`src/rtl/seg_scan_decoder.sv`:
```
// seg_scan_decoder: observes a scanned, multiplexed 8-digit 7-segment bus
// (active-low AN/SEG), waits for each digit/segment pair to settle, decodes
// the segment pattern to a hex nibble and keeps a per-digit register image.
//
// Handshake note: there is no valid/ready pairing here. Captures are
// reported through DIGIT_VALID (sticky per digit) and FRAME_DONE (one-cycle
// pulse when every digit has been captured since the previous pulse).
module seg_scan_decoder #(
  parameter int unsigned SETTLE = 16
) (
  input  logic        CLK100MHZ,
  input  logic        CPU_RESETN,
  input  logic [7:0]  AN_IN,
  input  logic [7:0]  SEG_IN,
  output logic [31:0] DIGITS,
  output logic [7:0]  DP,
  output logic [7:0]  DIGIT_VALID,
  output logic        FRAME_DONE,
  output logic        ERR,
  output logic [1:0]  STATE_DBG
);

  typedef enum logic [1:0] {
    S_IDLE   = 2'd0,
    S_SETTLE = 2'd1,
    S_HOLD   = 2'd2
  } state_t;

  state_t      state_q, state_d;
  logic [7:0]  an_s1_q, an_s2_q, seg_s1_q, seg_s2_q;
  logic [7:0]  cnt_q, cnt_d;
  logic [7:0]  lat_an_q, lat_an_d, lat_seg_q, lat_seg_d;
  logic [31:0] digits_q, digits_d;
  logic [7:0]  dp_q, dp_d, valid_q, valid_d, seen_q, seen_d;
  logic        frame_q, frame_d, err_q, err_d;

  logic [7:0]  an_low;
  logic        an_onehot, an_blank, pair_same, eval_pair, capture, err_set;
  logic [2:0]  cap_idx;
  logic [4:0]  dec;

  // Active-low 7-segment pattern to {undecodable, nibble}.
  function automatic logic [4:0] seg_decode(input logic [6:0] s);
    case (s)
      7'h40:   seg_decode = {1'b0, 4'h0};
      7'h79:   seg_decode = {1'b0, 4'h1};
      7'h24:   seg_decode = {1'b0, 4'h2};
      7'h30:   seg_decode = {1'b0, 4'h3};
      7'h19:   seg_decode = {1'b0, 4'h4};
      7'h12:   seg_decode = {1'b0, 4'h5};
      7'h02:   seg_decode = {1'b0, 4'h6};
      7'h78:   seg_decode = {1'b0, 4'h7};
      7'h00:   seg_decode = {1'b0, 4'h8};
      7'h10:   seg_decode = {1'b0, 4'h9};
      7'h7F:   seg_decode = {1'b0, 4'hF};
      default: seg_decode = {1'b1, 4'hE};
    endcase
  endfunction

  // Classify the synchronized digit-enable bus and compare against the latched pair.
  always_comb begin
    an_low    = ~an_s2_q;
    an_onehot = (an_low != 8'd0) && ((an_low & (an_low - 8'd1)) == 8'd0);
    an_blank  = (an_s2_q == 8'hFF);
    pair_same = (an_s2_q == lat_an_q) && (seg_s2_q == lat_seg_q);
  end

  // Settle FSM: any pair change is re-evaluated the same cycle as if from IDLE.
  always_comb begin
    state_d   = state_q;
    cnt_d     = cnt_q;
    lat_an_d  = lat_an_q;
    lat_seg_d = lat_seg_q;
    capture   = 1'b0;
    err_set   = 1'b0;
    eval_pair = 1'b0;
    case (state_q)
      S_IDLE: eval_pair = 1'b1;
      S_SETTLE: begin
        if (pair_same) begin
          if (({1'b0, cnt_q} + 9'd1) == 9'(SETTLE)) begin
            capture = 1'b1;
            state_d = S_HOLD;
          end
          cnt_d = cnt_q + 8'd1;
        end else begin
          eval_pair = 1'b1;
        end
      end
      S_HOLD:  eval_pair = !pair_same;
      default: state_d = S_IDLE;
    endcase
    if (eval_pair) begin
      if (an_onehot) begin
        state_d   = S_SETTLE;
        cnt_d     = 8'd1;
        lat_an_d  = an_s2_q;
        lat_seg_d = seg_s2_q;
      end else begin
        state_d = S_IDLE;
        cnt_d   = 8'd0;
        err_set = !an_blank;
      end
    end
  end

  // Capture datapath and frame tracking; a capture on the clear edge lands in the fresh mask.
  always_comb begin
    cap_idx = 3'd0;
    for (int i = 0; i < 8; i++) begin
      if (!lat_an_q[i]) cap_idx = 3'(i);
    end
    dec      = seg_decode(lat_seg_q[6:0]);
    digits_d = digits_q;
    dp_d     = dp_q;
    valid_d  = valid_q;
    frame_d  = (seen_q == 8'hFF);
    seen_d   = frame_d ? 8'h00 : seen_q;
    err_d    = err_q | err_set;
    if (capture) begin
      digits_d[{cap_idx, 2'b00} +: 4] = dec[3:0];
      dp_d[cap_idx]    = ~lat_seg_q[7];
      valid_d[cap_idx] = 1'b1;
      seen_d[cap_idx]  = 1'b1;
      err_d            = err_d | dec[4];
    end
  end

  // Input synchronizers (reset to the blank pattern) and all state registers.
  always_ff @(posedge CLK100MHZ or negedge CPU_RESETN) begin
    if (!CPU_RESETN) begin
      an_s1_q   <= 8'hFF;
      an_s2_q   <= 8'hFF;
      seg_s1_q  <= 8'hFF;
      seg_s2_q  <= 8'hFF;
      state_q   <= S_IDLE;
      cnt_q     <= 8'd0;
      lat_an_q  <= 8'hFF;
      lat_seg_q <= 8'hFF;
      digits_q  <= 32'd0;
      dp_q      <= 8'd0;
      valid_q   <= 8'd0;
      seen_q    <= 8'd0;
      frame_q   <= 1'b0;
      err_q     <= 1'b0;
    end else begin
      an_s1_q   <= AN_IN;
      an_s2_q   <= an_s1_q;
      seg_s1_q  <= SEG_IN;
      seg_s2_q  <= seg_s1_q;
      state_q   <= state_d;
      cnt_q     <= cnt_d;
      lat_an_q  <= lat_an_d;
      lat_seg_q <= lat_seg_d;
      digits_q  <= digits_d;
      dp_q      <= dp_d;
      valid_q   <= valid_d;
      seen_q    <= seen_d;
      frame_q   <= frame_d;
      err_q     <= err_d;
    end
  end

  assign DIGITS      = digits_q;
  assign DP          = dp_q;
  assign DIGIT_VALID = valid_q;
  assign FRAME_DONE  = frame_q;
  assign ERR         = err_q;
  assign STATE_DBG   = state_q;

endmodule
```
`config.mk`:
```
export PLATFORM = sky130hd
export DESIGN_NAME = seg_scan_decoder
export DESIGN_NICKNAME = d
export VERILOG_FILES = /design/src/rtl/seg_scan_decoder.sv
export SDC_FILE = /design/constraint.sdc
export NUM_CORES = 1
export LEC_CHECK = 0
export BUFFER_PORTS_ARGS = -buffer_cell sky130_fd_sc_hd__buf_2
export CORE_ASPECT_RATIO = 0.75
export CORE_MARGIN = 2
export CORE_UTILIZATION = 61
export DETAILED_ROUTE_END_ITERATION = 10
export GPL_ROUTABILITY_DRIVEN = 0
export GPL_TIMING_DRIVEN = 0
export PLACE_DENSITY = 0.91
export SETUP_SLACK_MARGIN = 0.15
export SLEW_MARGIN = 40
export SYNTH_ARGS = -nofsm -noshare
export SYNTH_HDL_FRONTEND = slang
export SYNTH_SLANG_ARGS = --single-unit
```
`constraint.sdc`:
```
create_clock -name CLK100MHZ -period 7.1 [get_ports CLK100MHZ]
set_input_delay 0.71 -clock CLK100MHZ [delete_from_list [all_inputs] [get_ports CLK100MHZ]]
set_output_delay 0.71 -clock CLK100MHZ [all_outputs]
set_load 0.01 [all_outputs]
```
==> flow_summary_export.csv <==
group,metric,value,unit
grt,grt_use_met1,33.4,%
yosys,synth_edf_count,0,
drt,route.detailed.drc,0,
yosys,ys_seq_area_share,59.0,%
cells_and_area,largest_reg_flops,32,
die,die_x,109,µm
drt,wirelength,11200,µm
yosys,syn_area,0.00502,mm²
power,power.total,1.85,mW
sta,tns,0,ns
setup_path,worstSetupStartpoint,"lat_seg_q[6]",
yosys,synth_cell_types,53,
clock_tree,cts_setup_buffers,0,
yosys,ys_warn_count,0,
sta,setup_violations,0,
sta,finalCriticalPeriod,3.41,ns
grt,use_met2,46.6,%
grt,grt_use_met3,7.06,%
cells_and_area,design_area,0.00612,mm²
clock_tree,cts.sinks,116,
clock_tree,path_clk_slew,0.06,ns
clock_tree,clk_path_buf_depth,2,
sta,worst_pin_slew,0.823,ns
sta,finalHoldViolations,0,
placement,placedCellCount,576,
placement,io_buffer_count,69,
sta,maxSlewViolCount,0,
yosys,synthCells,401,
power,powerDensity,302,mW/mm²
cells_and_area,fin_cells,607,
placement,place_area,0.00554,mm²
sta,finalWorstSetupSlack,3.69,ns
cells_and_area,syn_to_final_growth,21.8,%
clock_tree,hold_buffers,0,
clock_tree,clkLatencyLatePin,0.52,ns
setup_path,critPathKind,"reg2reg",
cells_and_area,final_common_cell,"buf_2",
clock_tree,root_buffer,"clkbuf_8",
clock_tree,htree_levels,4,
drt,drt_iter0_markers,276,
drt,ant_nets,0,
setup_path,arrival,3.83,ns
die,std_cell_rows,28,
grt,grt-ovfl-total,0,
setup_path,start_kind,"flop",
setup_path,r2r_end,"DP[4]",
die,io_pins,70,
setup_path,cp-end-kind,"flop",
die,start_util,63.1,%
grt,grt_max_degree,66,
sta,fmax,294,MHz
grt,antenna_found_initial,0,
drt,vias,3543,
grt,track_usage,27.2,%
power,power_leakage,2.99,nW
setup_path,crit_required,7.53,ns
hold_path,hold_class,"in2async",
drt,drt_pass1_iterations,6,
power,peakVddDrop,0.250,mV
sta,rsz0062_at_grt,"no",
grt,grt_first_pass_wirelength,18100,µm
drt,avgRoutedWirePerCell,18.4,µm
flow_run,maxCapViolCount,0,
cells_and_area,drive_gt1_share,40.8,%
yosys,synth-seq-cells,116,
clock_tree,cts_tree,"done",
cells_and_area,diodes,0,
cells_and_area,most-common-layout-cells,"buf_2, dfrtp_1, dfstp_2, mux2_2, nand2_1",
setup_path,reg2reg_from,"lat_seg_q[6]",
yosys,synth-main-ff-cell,"dfrtp_1",
run_status,status,"complete, no violations",
die,die_h,82.6,µm
grt,busiest_layer,"met2",
yosys,async_reset_ff_share,100,%
sta,period_share,48.0,%
die,core,0.00795,mm²
die,die_area,0.00898,mm²
yosys,synth_nets,423,
setup_path,cp_max_fo,10,
sta,slew_headroom,44.6,%
clock_tree,cts_buffers,17,
drt,vias_per_cell,5.84,
setup_path,reg2reg_slack,3.69,ns
sta,fin_worst_skew,0.00899,ns
setup_path,rr_worst_depth,9,
grt,grt_pass1_vias,3612,
placement,dp_hpwl,6870,µm
yosys,synth_area_per_cell,12.5,µm²
placement,pre_cts_ws,3.88,ns
cells_and_area,finalNetCount,512,
cells_and_area,n_fill_cell,451,
clock_tree,cts_resized,0,
[stage by stage]
stage	utilization [%]	hold slack (ns)
after global placement	69.1	0.346
after CTS	76.9	0.100
after floorplan	-	0.345
after global routing	76.9	0.106
after detailed placement	69.6	0.347
final	76.9	0.0818
[routing by layer]
metal / vias to the layer above / wire, µm
li1: 1583 / -
met1: 1794 / 4670
met2: 136 / 5630
met3: 30 / 598
met4: 0 / 247
met5: - / 0
[logic make-up after synthesis]
logic type / synth area share [%]
AND/OR/NAND/NOR: 13.0
AO/OA/AOI/OAI: 6.88
adder cells (fa/ha/maj): 1.40
multiplexers: 13.2
flip-flops: 59.0
XOR/XNOR: 3.14
buffers and inverters: 3.39
[cells in the mapped netlist (7+ instances only)]
| master | instances | area share, % |
|---|---|---|
| dfrtp_1 | 68 | 34 |
| dfstp_2 | 48 | 25 |
| mux2_2 | 32 | 7.2 |
| nand2_1 | 24 | 1.8 |
| inv_1 | 18 | 1.3 |
| xor2_1 | 16 | 2.8 |
| clkbuf_1 | 15 | 1.1 |
| nand3_1 | 12 | 1.2 |
| nor2b_1 | 12 | 1.5 |
| a21oi_1 | 11 | 1.1 |
| mux2_1 | 9 | 2.0 |
| or2_1 | 9 | 1.1 |
| a21o_1 | 8 | 1.2 |
| mux2_4 | 8 | 2.4 |
| mux2i_1 | 8 | 1.6 |
| nor2_1 | 7 | 0.52 |
| o21ai_0 | 7 | 0.70 |
[layout make-up]
class / count / area (µm²) / share of cell area (%)
clock inverters: 9 / 129 / 2.11
repair buffers: 70 / 383 / 6.26
plain buffers: 21 / 98.8 / 1.62
inverters: 19 / 71.3 / 1.17
clock buffers: 22 / 453 / 7.40
flip-flops and latches: 116 / 2960 / 48.4
multi-input cells: 245 / 1890 / 30.9
well taps: 105 / 131 / 2.15
[worst max-delay path by stage]
stage            endpoint  slack (ns)
2_1_floorplan  DIGITS[24]        4.20
3_3_place_gp   DIGITS[17]        3.93
3_5_place_dp   DIGITS[16]        3.88
4_1_cts             DP[4]        3.75
5_1_grt             DP[4]        3.54
6_report            DP[4]        3.69
[report_power, final]
part / internal (mW) / switching, mW / total, mW
combinational: 0.0954 / 0.159 / 0.254
clock: 0.549 / 0.288 / 0.837
sequential: 0.726 / 0.0319 / 0.758
total: 1.37 / 0.479 / 1.85
[worst max-delay path, cell delays in order, from the launching register on]
cell and delay [ns]:
dfstp_2 0.51, clkbuf_1 0.38, xor2_1 0.13, nor4_1 0.27
nand4_1 0.31, or2_1 0.33, buf_2 0.17, clkbuf_1 0.24
nor4_1 0.68, mux2i_1 0.29
No activity file was read; power rests on OpenSTA's default activity.
